--- src/rtl/debug_uart_sched.sv ---
// debug_uart_sched
//   Shares the debug UART transmitter between CPU byte writes, which are
//   buffered in a small FIFO, and a hardware trace byte source that uses a
//   req/ack handshake. When both are waiting, the requesters take turns.
//   uart_tx_en and uart_tx_data come straight from flops. No input reaches
//   them through combinational logic only.
//
// Ports
//   clk, rst_n          system clock, synchronous active-low reset
//   cpu_wr_en/_data     one-cycle push of a CPU byte
//   cpu_full            FIFO full (UART status bit)
//   cpu_level           bytes currently held in the FIFO (0..FIFO_DEPTH)
//   dropped             sticky: a CPU write was discarded
//   clr_dropped         one-cycle clear of dropped (a new drop wins)
//   trace_req/_data     trace byte offered, held until trace_ack
//   trace_ack           one-cycle pulse: trace byte consumed
//   uart_tx_en/_data    start pulse and byte towards uart_tx
//   uart_tx_busy        busy from uart_tx, rises the cycle after uart_tx_en
module debug_uart_sched #(
  parameter  int FIFO_DEPTH = 4,
  localparam int LW         = $clog2(FIFO_DEPTH) + 1
) (
  input  logic          clk,
  input  logic          rst_n,
  input  logic          cpu_wr_en,
  input  logic [7:0]    cpu_wr_data,
  output logic          cpu_full,
  output logic [LW-1:0] cpu_level,
  output logic          dropped,
  input  logic          clr_dropped,
  input  logic          trace_req,
  input  logic [7:0]    trace_data,
  output logic          trace_ack,
  output logic          uart_tx_en,
  output logic [7:0]    uart_tx_data,
  input  logic          uart_tx_busy
);

  localparam int AW = $clog2(FIFO_DEPTH);
  localparam logic [LW-1:0] FULL_LEVEL = LW'(FIFO_DEPTH);

  typedef enum logic [1:0] {
    IDLE,
    LAUNCH,
    WAIT_BUSY,
    WAIT_DONE
  } state_t;

  state_t        state;
  state_t        state_nxt;
  logic [7:0]    mem [FIFO_DEPTH];
  logic [AW-1:0] wr_ptr;
  logic [AW-1:0] rd_ptr;
  logic          last_grant_trace;
  logic          grant_cpu;
  logic          grant_trace;
  logic          pop;
  logic          push;
  logic          drop;

  assign cpu_full = (cpu_level == FULL_LEVEL);

  // A CPU grant pops the FIFO at that same edge. That frees a slot, so a
  // write arriving while the FIFO is full is still accepted in that cycle.
  assign pop  = grant_cpu;
  assign push = cpu_wr_en && (!cpu_full || pop);
  assign drop = cpu_wr_en && !push;

  // Arbitration happens only in IDLE. If both requesters are waiting, the
  // one that did not win last time gets the grant.
  always_comb begin
    state_nxt   = state;
    grant_cpu   = 1'b0;
    grant_trace = 1'b0;
    case (state)
      IDLE: begin
        if ((cpu_level != '0) && (!trace_req || last_grant_trace)) begin
          grant_cpu = 1'b1;
        end else if (trace_req) begin
          grant_trace = 1'b1;
        end
        if (grant_cpu || grant_trace) begin
          state_nxt = LAUNCH;
        end
      end
      LAUNCH:    state_nxt = WAIT_BUSY;
      WAIT_BUSY: if (uart_tx_busy) state_nxt = WAIT_DONE;
      WAIT_DONE: if (!uart_tx_busy) state_nxt = IDLE;
      default:   state_nxt = IDLE;
    endcase
  end

  always_ff @(posedge clk) begin
    if (!rst_n) begin
      state <= IDLE;
    end else begin
      state <= state_nxt;
    end
  end

  // The FIFO storage has no reset. Its contents only count when cpu_level
  // says so.
  always_ff @(posedge clk) begin
    if (push) begin
      mem[wr_ptr] <= cpu_wr_data;
    end
  end

  // The launch pulse, trace_ack and the byte are all registered at the
  // grant edge. They therefore appear together in the LAUNCH cycle, and
  // the byte stays stable until the next grant.
  always_ff @(posedge clk) begin
    if (!rst_n) begin
      uart_tx_en       <= 1'b0;
      uart_tx_data     <= '0;
      trace_ack        <= 1'b0;
      last_grant_trace <= 1'b1;
    end else begin
      uart_tx_en <= grant_cpu || grant_trace;
      trace_ack  <= grant_trace;
      if (grant_cpu) begin
        uart_tx_data     <= mem[rd_ptr];
        last_grant_trace <= 1'b0;
      end else if (grant_trace) begin
        uart_tx_data     <= trace_data;
        last_grant_trace <= 1'b1;
      end
    end
  end

  // Pointers wrap naturally because FIFO_DEPTH is a power of two. The
  // level needs one extra bit so that it can reach FIFO_DEPTH.
  always_ff @(posedge clk) begin
    if (!rst_n) begin
      wr_ptr    <= '0;
      rd_ptr    <= '0;
      cpu_level <= '0;
      dropped   <= 1'b0;
    end else begin
      if (push) wr_ptr <= wr_ptr + AW'(1);
      if (pop)  rd_ptr <= rd_ptr + AW'(1);
      case ({push, pop})
        2'b10:   cpu_level <= cpu_level + LW'(1);
        2'b01:   cpu_level <= cpu_level - LW'(1);
        default: cpu_level <= cpu_level;
      endcase
      if (drop) begin
        dropped <= 1'b1;
      end else if (clr_dropped) begin
        dropped <= 1'b0;
      end
    end
  end

endmodule
--- config.mk ---
export PLATFORM = sky130hd
export DESIGN_NAME = debug_uart_sched
export DESIGN_NICKNAME = d
export VERILOG_FILES = /design/src/rtl/debug_uart_sched.sv
export SDC_FILE = /design/constraint.sdc
export NUM_CORES = 1
export LEC_CHECK = 0
export BUFFER_PORTS_ARGS = -buffer_cell sky130_fd_sc_hd__buf_2
export CAP_MARGIN = 20
export CORE_MARGIN = 2
export CORE_UTILIZATION = 50
export CTS_CLUSTER_DIAMETER = 50
export CTS_CLUSTER_SIZE = 30
export DETAILED_ROUTE_END_ITERATION = 10
export PLACE_DENSITY = 0.72
export RECOVER_POWER = 25
export SETUP_SLACK_MARGIN = 0.15
export SYNTH_ARGS = -nofsm -noshare
export SYNTH_HDL_FRONTEND = slang
export SYNTH_SLANG_ARGS = --single-unit
--- constraint.sdc ---
create_clock -name clk -period 2.13 [get_ports clk]
set_input_delay 0.426 -clock clk [delete_from_list [all_inputs] [get_ports clk]]
set_output_delay 0.426 -clock clk [all_outputs]
set_load 0.005 [all_outputs]
---- Yosys cells after proc, flatten, opt, wreduce, memory -nomap -nowiden ----
Memories as Yosys holds them, arrays and structs flattened. A register that Yosys moved wholly into a read port is not among the register bits.
Index checks and enable logic that the tools add are counted.
operators by class
  add/subtract/negate cells ............... 4
  multiply operators ...................... 0
  divide/modulo/power cells ............... 0
  order comparisons ....................... 0
  eq/ne operators ......................... 9
  shift-type cells ........................ 0
  mux-type cells .......................... 22
  bitwise operators ....................... 0
  reduce and logical (&&, ||, !) cells .... 16
operator list
  operator                                          number
  2-to-1 mux 8 bit                                  2
  2-to-1 mux 1 bit                                  13
  2-to-1 mux 2 bit                                  5
  one-hot mux 2 bit (4 select lines)                1
  == test 2 bit, second input constant              3
  inequality test 2 bit, second input constant      3
  one-hot mux 3 bit (2 select lines)                1
  nonzero test 2 bit                                3
  adder 2 x 1 -> 2 bit, second input constant       2
  == test 2 x 1 -> 1 bit, second input constant     2
  logical OR 1 bit                                  4
  adder 3 x 1 -> 3 bit, second input constant       1
  == test 3 bit, second input constant              1
  logical AND 1 bit                                 3
  zero test 1 bit                                   3
  AND reduction 3 bit                               1
  nonzero test 3 bit                                1
  subtractor 3 x 1 -> 3 bit, second input constant  1
  zero test 2 bit                                   1
storage, ports and cells
  bits in registers ....................... 21
  bits in latches ......................... 0
  memory bits (writable) .................. 32
  memory bits (read-only) ................. 0
  input port bits ......................... 22
  word-level logic and storage cells ...... 61
  memories kept ........................... 1
memory list
  name  depth  width  read ports  clocked after Yosys merged registers in  write ports  RTL line  RTL
  mem   4      8      1           1                                        1            51        logic [7:0] mem [FIFO_DEPTH];

---- Depth between registers and ports, before layout ----
Gate-level depths: netlist of the first run.
  depth after elaboration ................. 11
  gate-level depth with buffers ........... 10
  gate-level depth less buffers ........... 9

---- Worst setup path after synthesis of the first run ----
Ideal clock, no wire load.
  path kind ............................... register to register
  from .................................... reg state[0]
  to ...................................... reg cpu_level[1]
  setup time .............................. 0.095 ns
  arrival ................................. 1.852 ns
  required time ........................... 2.035 ns
  slack ................................... 0.182 ns
  stages on the path, launching flop included .. 10
  buffers on the path ..................... 1
  clock period less this slack ............ 1.948 ns
  cells stage by stage .................... dfxtp_1 inv_1 ha_1 buf_4 and2_1 nand3_1 fa_1 a21oi_1 o211ai_1 a221oi_1
on the way
  longest elaborated chain between the ends .. 6
RTL lines
  item                                                                             RTL line  RTL
  from (decl)                                                                      49        state_t state;
  from (signal assigned)                                                           97        state <= state_nxt;
  zero test 2 bit *                                                                75        case (state)
  2-to-1 mux 1 bit *                                                               75
  logical OR 1 bit                                                                 66        assign push = cpu_wr_en && (!cpu_full || pop);
  logical AND 1 bit                                                                66
  == test 2 x 1 -> 1 bit / == test 2 bit (equally long branches)                   142       case ({push, pop})
  one-hot mux 3 bit (2 select lines) / nonzero test 2 bit (equally long branches)  --
  to (signal assigned)                                                             143       2'b10: cpu_level <= cpu_level + LW'(1);
  to (signal assigned)                                                             144       2'b01: cpu_level <= cpu_level - LW'(1);
  to (signal assigned)                                                             145       default: cpu_level <= cpu_level;
  to (decl)                                                                        28        output logic [LW-1:0] cpu_level,
Mark *: on every way between the ends. The rest lies on a longest branch, timed or not.
A chain may end at the register's enable or synchronous reset.

---- Worst setup path in the final report of the first run ----
  from .................................... reg cpu_level[0]
  to ...................................... reg cpu_level[1]
on the way
  longest elaborated chain between the ends .. 9
RTL lines
  item                                                                             RTL line  RTL
  nonzero test 3 bit                                                               77        if ((cpu_level != '0) && (!trace_req || last_grant_trace)) begin
  logical AND 1 bit                                                                77
  2-to-1 mux 1 bit                                                                 77
  2-to-1 mux 1 bit (2 in a row)                                                    75
  logical OR 1 bit                                                                 66
  logical AND 1 bit                                                                66
  == test 2 x 1 -> 1 bit / == test 2 bit (equally long branches)                   142
  one-hot mux 3 bit (2 select lines) / nonzero test 2 bit (equally long branches)  --
Several ways; a longest one is shown, not always the timed one. The select of a mux whose other input is x is not followed.

==> run_results.csv, run 1 <==
group,metric,value,unit
sta,finalCriticalPeriod,1.99,ns
power_and_ir_drop,power.static_leakage,0.00101,uW
global_routing,track_usage,17.8,%
routing,wl_met3,277,um
power_and_ir_drop,share_clk_of_total_power,18.7,%
critical_path,regToRegStartpoint,"cpu_level[0]$_SDFFE_PN0P_",
cts,ctsRootBufferMaster,"sky130_fd_sc_hd__clkbuf_8",
routing,detail_route.wl_per_cell,16.6,um
floorplanning,floorplan.die_area,0.00521,mm2
place,io_buffer_count,36,
power_and_ir_drop,vdd.ir_drop.worst,0.590,mV
sta,unrepaired_setup_endpoints_after_global_routing,"yes",
critical_path,path_cells,"or3_4 -> nand3_1 -> fa_1 -> a21oi_1 -> o211ai_1 -> a221oi_1",
power_and_ir_drop,p_sw,1180,uW
sta,hold_violations,0,
cts,number_of_clock_sinks,55,
critical_path,worst_path_dominant_cell_family,"simple AND/OR/NAND/NOR gates",
global_routing,grt_overflow_total,0,
power_and_ir_drop,internal_power,2280,uW
critical_path,worst_ep_required_time,2.32,ns
critical_path,path_buf_inv,0,
routing,drt-met1-wl,1820,um
cts,cts_hold_buf,0,
power_and_ir_drop,seqPwrFrac,43.8,%
critical_path,criticalPathCategory,"reg -> reg",
logic_synthesis,synthTopCellsByCount,"32 x sky130_fd_sc_hd__edfxtp_1, 23 x sky130_fd_sc_hd__dfxtp_1, 14 x sky130_fd_sc_hd__nor2_1",
logic_synthesis,yosys_warnings,0,
routing,first_pass_iters,4,
logic_synthesis,main_area_contributors_after_synthesis,"sky130_fd_sc_hd__edfxtp_1 41%, sky130_fd_sc_hd__dfxtp_1 20%, sky130_fd_sc_hd__mux4_2 7.8%",
critical_path,arrival_worst_endpoint,2.18,ns
logic_synthesis,synth-edff-count,32,
logic_synthesis,synth_top_area_share,41.4,%
final_layout,num-nets-final,243,
routing,totalWireLength,4390,um
logic_synthesis,postSynthCellCount,174,
global_routing,via_count_of_the_first_global_routing_pass,1518,
routing,top_layer_used,"met4",
floorplanning,core-area,0.00441,mm2
status,result_of_the_run,"completed",
logic_synthesis,seq_area_frac_synth,61.2,%
power_and_ir_drop,switching_part_of_the_total,34.1,%
cts,cts.htree.levels,2,
critical_path,ff2ff_setup_slack,0.14,ns
sta,timing_worst_slew_pin_value,0.542,ns
sta,clock_skew_after_layout,0.00961,ns
cts,cts-root-to-sink-buffers,2,
global_routing,antenna_found_initial,0,
floorplanning,rows,24,
final_layout,fillCellCount,359,
logic_synthesis,synth.lib_cells_used.distinct,42,
final_layout,final_layout_size_suffix_gt1_share,28.2,%
logic_synthesis,synth-seq-cells,55,
routing,dr_wl_met2,2250,um
cts,clock_latency,0.29,ns
place,place_hpwl,3110,um
logic_synthesis,synthesis.nets,205,
critical_path,cp-startpoint,"cpu_level[0]$_SDFFE_PN0P_",
sta,setup_viol,0,
logic_synthesis,avgSynthCellArea,13.3,um2
critical_path,critical_path.slowest_cell,"sky130_fd_sc_hd__or3_4",
sta,final.setup.tns,0,ns
critical_path,max_fanout_on_critical_path,7,
worst_hold_path,timing.hold.worst.class,"in -> reg",
floorplanning,fp.dieW,72.2,um
critical_path,crit_path_end_kind,"flop",
routing,remaining_drc_errors,0,
cts,cts_tree,"yes",
sta,max_clock_freq,0.504,GHz
critical_path,crit_end,"cpu_level[1]$_SDFFE_PN0P_",
global_routing,grt_max_degree,19,
final_layout,num_antenna_cells,0,
floorplanning,io-pin-count,37,
job,maxCapViolCount,0,
critical_path,cp_slowest_stage_delay,0.44,ns
power_and_ir_drop,comb_power_share,37.5,%
routing,postRouteAntennaNets,0,
critical_path,timing.rr.end,"cpu_level[1]$_SDFFE_PN0P_",
sta,timing.slew.headroom,63.8,%
cts,cts.clk_slew.worst_paths,0.09,ns
routing,initial_detailed_routing_violation_count,81,
cts,number_of_setup_buffers_added_after_cts,0,
cts,cts_made_buffers,5,
floorplanning,floorplan.initialDensity,52.6,%
critical_path,crit_path_start_kind,"flop",
critical_path,reg2regPathDepth,6,
logic_synthesis,yosys.area.top_type,"sky130_fd_sc_hd__edfxtp_1",
final_layout,area_growth,14.1,%
logic_synthesis,ys_dominant_reg_cell,"sky130_fd_sc_hd__edfxtp_1",
logic_synthesis,synth.cell_area,0.00232,mm2
routing,vias_per_cell,5.73,
global_routing,grt_first_pass_wirelength,7090,um
power_and_ir_drop,p_per_area,1310,mW/mm2
sta,period_share,93.2,%
sta,hold_slack,0.362,ns
floorplanning,die-height,72.2,um
logic_synthesis,synthMostInstantiatedCell,"sky130_fd_sc_hd__edfxtp_1",
sta,drv_slew,0,
place,globalplace.congestion,0.883,
critical_path,worstSetupPathDepth,6,
logic_synthesis,synthArstFlopShare,0,%
routing,route.vias.total,1518,
metal layers:
layer | track usage (%) | up-vias
met2 | 30.5 | 61
met4 | 6.08 | 0
met5 | 0 | -
met3 | 3.89 | 8
li1 | - | 720
met1 | 22.5 | 729
cells by family (layout without fill, tap and decap cells):
kind of cell	after synthesis	count (layout)	synth area share, %
flops	55	55	61.2
simple gates	43	43	9.75
buf+inv	17	56	3.77
compound gates	35	35	9.48
xor+xnor	4	4	1.51
mux	11	11	9.11
fa+ha+maj	9	9	5.17
final cells by class:
type | instances | area [um2] | area share (%)
multi-input combinational | 102 | 831 | 31.4
tap | 52 | 65.1 | 2.46
timing repair buffer | 38 | 186 | 7.04
clock inverter | 3 | 38.8 | 1.46
sequential | 55 | 1420 | 53.7
clock buffer | 5 | 68.8 | 2.60
inverter | 10 | 37.5 | 1.42
worst min path at each step:
stage	startpoint	end	depth (start not counted)
after CTS	cpu_wr_data[0]	mem[2][0]$_DFFE_PP_	1
after global placement	dropped$_SDFFE_PN0P_	dropped$_SDFFE_PN0P_	2
after floorplan	dropped$_SDFFE_PN0P_	dropped$_SDFFE_PN0P_	2
after global routing	cpu_wr_data[5]	mem[3][5]$_DFFE_PP_	1
after detailed placement	dropped$_SDFFE_PN0P_	dropped$_SDFFE_PN0P_	2
final	cpu_wr_data[5]	mem[0][5]$_DFFE_PP_	1
sequential cells by signal, indices dropped and copies added (netlist names), named ones only:
signal and cells:
trace_ack 1, cpu_level 3, rd_ptr 2, uart_tx_en 1, uart_tx_data 8, mem 32
last_grant_trace 1, state 2, wr_ptr 2, dropped 1
power by group through the flow:
stage          sequential (uW)  combinational (uW)  clock (uW)
2_1_floorplan             1470                 957           0
3_3_place_gp              1530                1210           0
3_5_place_dp              1550                1260           0
4_1_cts                   1520                1290         659
5_1_grt                   1550                1440         706
6_report                  1520                1300         647
stage by stage:
stage	cells	cell area, um2	setup slack [ns]	total power (uW)	util [%]
after floorplan	174	2320	0.182	2430	-
after global placement	257	2530	0.236	2730	57.4
after detailed placement	257	2530	0.121	2800	57.4
after CTS	265	2650	0.169	3470	60.1
after global routing	265	2650	0.0565	3700	60.0
final	265	2650	0.145	3460	60.0
cell usage in the layout, fill, tap and decap left out, types with 4 or more instances in the layout:
cell / n
sky130_fd_sc_hd__a21oi_1: 12
sky130_fd_sc_hd__and2_2: 4
sky130_fd_sc_hd__buf_2: 29
sky130_fd_sc_hd__clkbuf_1: 7
sky130_fd_sc_hd__clkbuf_8: 5
sky130_fd_sc_hd__dfxtp_1: 23
sky130_fd_sc_hd__edfxtp_1: 32
sky130_fd_sc_hd__ha_1: 7
sky130_fd_sc_hd__inv_1: 7
sky130_fd_sc_hd__mux4_2: 8
sky130_fd_sc_hd__nand2_1: 7
sky130_fd_sc_hd__nand3_1: 4
sky130_fd_sc_hd__nor2_1: 14
sky130_fd_sc_hd__o22ai_1: 8
repair_timing:
action,CTS,global route
setup endpoints to repair,9,26
gates cloned,0,0
gates resized for setup,3,5
Power figures use the tool's default switching activity.
==> run 2, diff against run 1 <==
PLACE_DENSITY = 0.79   (was 0.72)
TNS_END_PERCENT = 30   (was not set)
==> run 2 against run 1 <==
Net effect: die area did not move; maximum frequency up 5.6%; combinational power barely moved; register-to-register slack improved by 0.11 ns; first-iteration DRC count is 22% lower; final cell count rose by 1.9%; non-clock buffer count up 5; total power rose by 0.87%; count of clock-buffer cells in the layout rose by 1; sequential power is essentially flat; clock power is 5.9% higher; critical path type unchanged; largest cell class unchanged; highest routed layer unchanged.
==> run_results.csv, run 2 (synthesized netlist as in run 1, its figures left out) <==
group,metric,value,unit
status,result_of_the_run,"completed",
final_layout,layout_common_cells,"32 x sky130_fd_sc_hd__edfxtp_1, 29 x sky130_fd_sc_hd__buf_2, 20 x sky130_fd_sc_hd__dfxtp_1",
place,io_buffer_count,36,
critical_path,path_buf_inv,0,
sta,drv_slew,0,
floorplanning,rows,24,
sta,hold_slack,0.346,ns
cts,ctsRootBufferMaster,"sky130_fd_sc_hd__clkbuf_8",
sta,finalCriticalPeriod,1.88,ns
final_layout,mostFrequentLayoutCell,"sky130_fd_sc_hd__edfxtp_1",
critical_path,ff2ff_setup_slack,0.25,ns
sta,hold_violations,0,
cts,number_of_clock_sinks,55,
worst_hold_path,min_delay_path_depth,1,
routing,remaining_drc_errors,0,
sta,timing.slew.headroom,62.9,%
sta,period_share,88.2,%
floorplanning,floorplan.initialDensity,52.6,%
global_routing,met3_usage,5.14,%
routing,postRouteAntennaNets,0,
final_layout,layout_top_registers,"mem x32, uart_tx_data x8, cpu_level x3",
floorplanning,io-pin-count,37,
routing,totalWireLength,4140,um
worst_hold_path,hold_end,"mem[2][5]$_DFFE_PP_",
cts,cts.clk_slew.worst_paths,0.10,ns
routing,detail_route.wl_per_cell,15.3,um
critical_path,reg2regPathDepth,6,
place,dp_cells,262,
worst_hold_path,timing.hold.worst.class,"in -> reg",
global_routing,gr-max-usage-layer,"met2",
critical_path,worst_path_dominant_cell_family,"simple AND/OR/NAND/NOR gates",
place,place_hpwl,2990,um
global_routing,track_usage,17.5,%
final_layout,num-nets-final,248,
critical_path,arrival_worst_endpoint,2.11,ns
sta,setup_viol,0,
power_and_ir_drop,p_total,3490,uW
sta,timing_worst_slew_pin_value,0.556,ns
final_layout,final_cells,270,
global_routing,grt_first_pass_wirelength,6760,um
cts,clock_latency,0.31,ns
routing,initial_detailed_routing_violation_count,63,
global_routing,grt_max_degree,19,
final_layout,fillCellCount,352,
critical_path,cp_slowest_stage_delay,0.45,ns
floorplanning,die-height,72.2,um
final_layout,final_layout_size_suffix_gt1_share,30.7,%
critical_path,criticalPathCategory,"reg -> reg",
critical_path,max_fanout_on_critical_path,6,
routing,route.vias.total,1467,
critical_path,critical_path.slowest_cell,"sky130_fd_sc_hd__fa_2",
global_routing,antenna_found_initial,0,
global_routing,met2_track_utilization_from_global_routing,30.8,%
final_layout,num_antenna_cells,0,
floorplanning,core-area,0.00441,mm2
global_routing,via_count_of_the_first_global_routing_pass,1494,
final_layout,area_growth,16.2,%
power_and_ir_drop,power.static_leakage,0.00104,uW
final_layout,largest_register_ff_count,32,
floorplanning,fp.dieW,72.2,um
final_layout,largest-register,"mem",
critical_path,regToRegStartpoint,"cpu_level[1]$_SDFFE_PN0P_",
critical_path,crit_path_end_kind,"flop",
global_routing,groute.layer.met1.usage,20.6,%
critical_path,worst_ep_required_time,2.36,ns
sta,clock_skew_after_layout,0.0144,ns
sta,final.setup.tns,0,ns
final_layout,regArea,0.00143,mm2
critical_path,crit_path_start_kind,"flop",
routing,first_pass_iters,4,
power_and_ir_drop,vdd.ir_drop.worst,0.526,mV
critical_path,timing.rr.end,"cpu_level[1]$_SDFFE_PN0P_",
cts,cts_made_buffers,5,
final_layout,multi_input_area,836,um2
place,globalplace.congestion,0.893,
sta,unrepaired_setup_endpoints_after_global_routing,"yes",
sta,max_clock_freq,0.532,GHz
critical_path,path_cells,"or3_4 -> nand3_1 -> fa_2 -> a21oi_1 -> o211ai_1 -> a221oi_2",
floorplanning,floorplan.die_area,0.00521,mm2
power_and_ir_drop,p_per_area,1290,mW/mm2
job,maxCapViolCount,0,
global_routing,grt_overflow_total,0,
cts,cts-root-to-sink-buffers,2,
cts,cts_tree,"yes",
routing,vias_per_cell,5.43,
cts,number_of_setup_buffers_added_after_cts,0,
worst_hold_path,min_from,"cpu_wr_data[5]",
cts,cts.htree.levels,2,
==> run 2: cell count changes in the layout (fill, tap and decap cells not counted), moves of 3 or more <==
cell                      change
sky130_fd_sc_hd__and2_1       +3
sky130_fd_sc_hd__buf_4        +5
sky130_fd_sc_hd__dfxtp_1      -3
sky130_fd_sc_hd__dfxtp_2      +3
sky130_fd_sc_hd__and2_2       -3
==> run 2: how the worst max path moves through the flow <==
stage                                         start                   endpoint  cells after the start
after floorplan               state[0]$_SDFFE_PN0P_  cpu_level[1]$_SDFFE_PN0P_                      9
after global placement                    trace_req  cpu_level[2]$_SDFFE_PN0P_                      9
after CTS                     state[0]$_SDFFE_PN0P_  cpu_level[2]$_SDFFE_PN0P_                      9
after detailed placement      state[0]$_SDFFE_PN0P_  cpu_level[2]$_SDFFE_PN0P_                      9
after global routing          state[1]$_SDFFE_PN0P_  cpu_level[1]$_SDFFE_PN0P_                      8
final                     cpu_level[1]$_SDFFE_PN0P_  cpu_level[1]$_SDFFE_PN0P_                      6
==> run 2: power by group <==
group	total [uW]	switching, uW	internal, uW
Clock	685	330	355
Sequential	1520	175	1340
Combinational	1290	675	614
Total	3490	1180	2310
==> run 2: repair_timing <==
action,in CTS,in global routing
setup endpoints to repair,0,12
hold buffers,0,0
gates resized for setup,0,10
==> run 2: cell type report <==
type	count	area share (%)
multi-input combinational	102	31.0
inverter	10	1.39
tap	52	2.41
clock buffer	6	2.69
sequential	55	52.8
timing repair buffer	43	8.30
clock inverter	2	1.44
==> run 2: per-layer routing <==
layer	wire (um)	share of wire, %	vias to the layer above
li1	-	-	733
met1	1720	41	688
met2	2100	51	41
met3	271	6.5	5
met4	50	1.2	0
met5	0	0	-
==> run 2: per-stage QoR <==
step,cell area (um2),worst slack [ns],utilization (%)
after floorplan,2320,0.182,-
after global placement,2570,0.233,58.2
after detailed placement,2570,0.183,58.2
after CTS,2680,0.160,60.7
after global routing,2700,0.124,61.1
final,2700,0.250,61.1
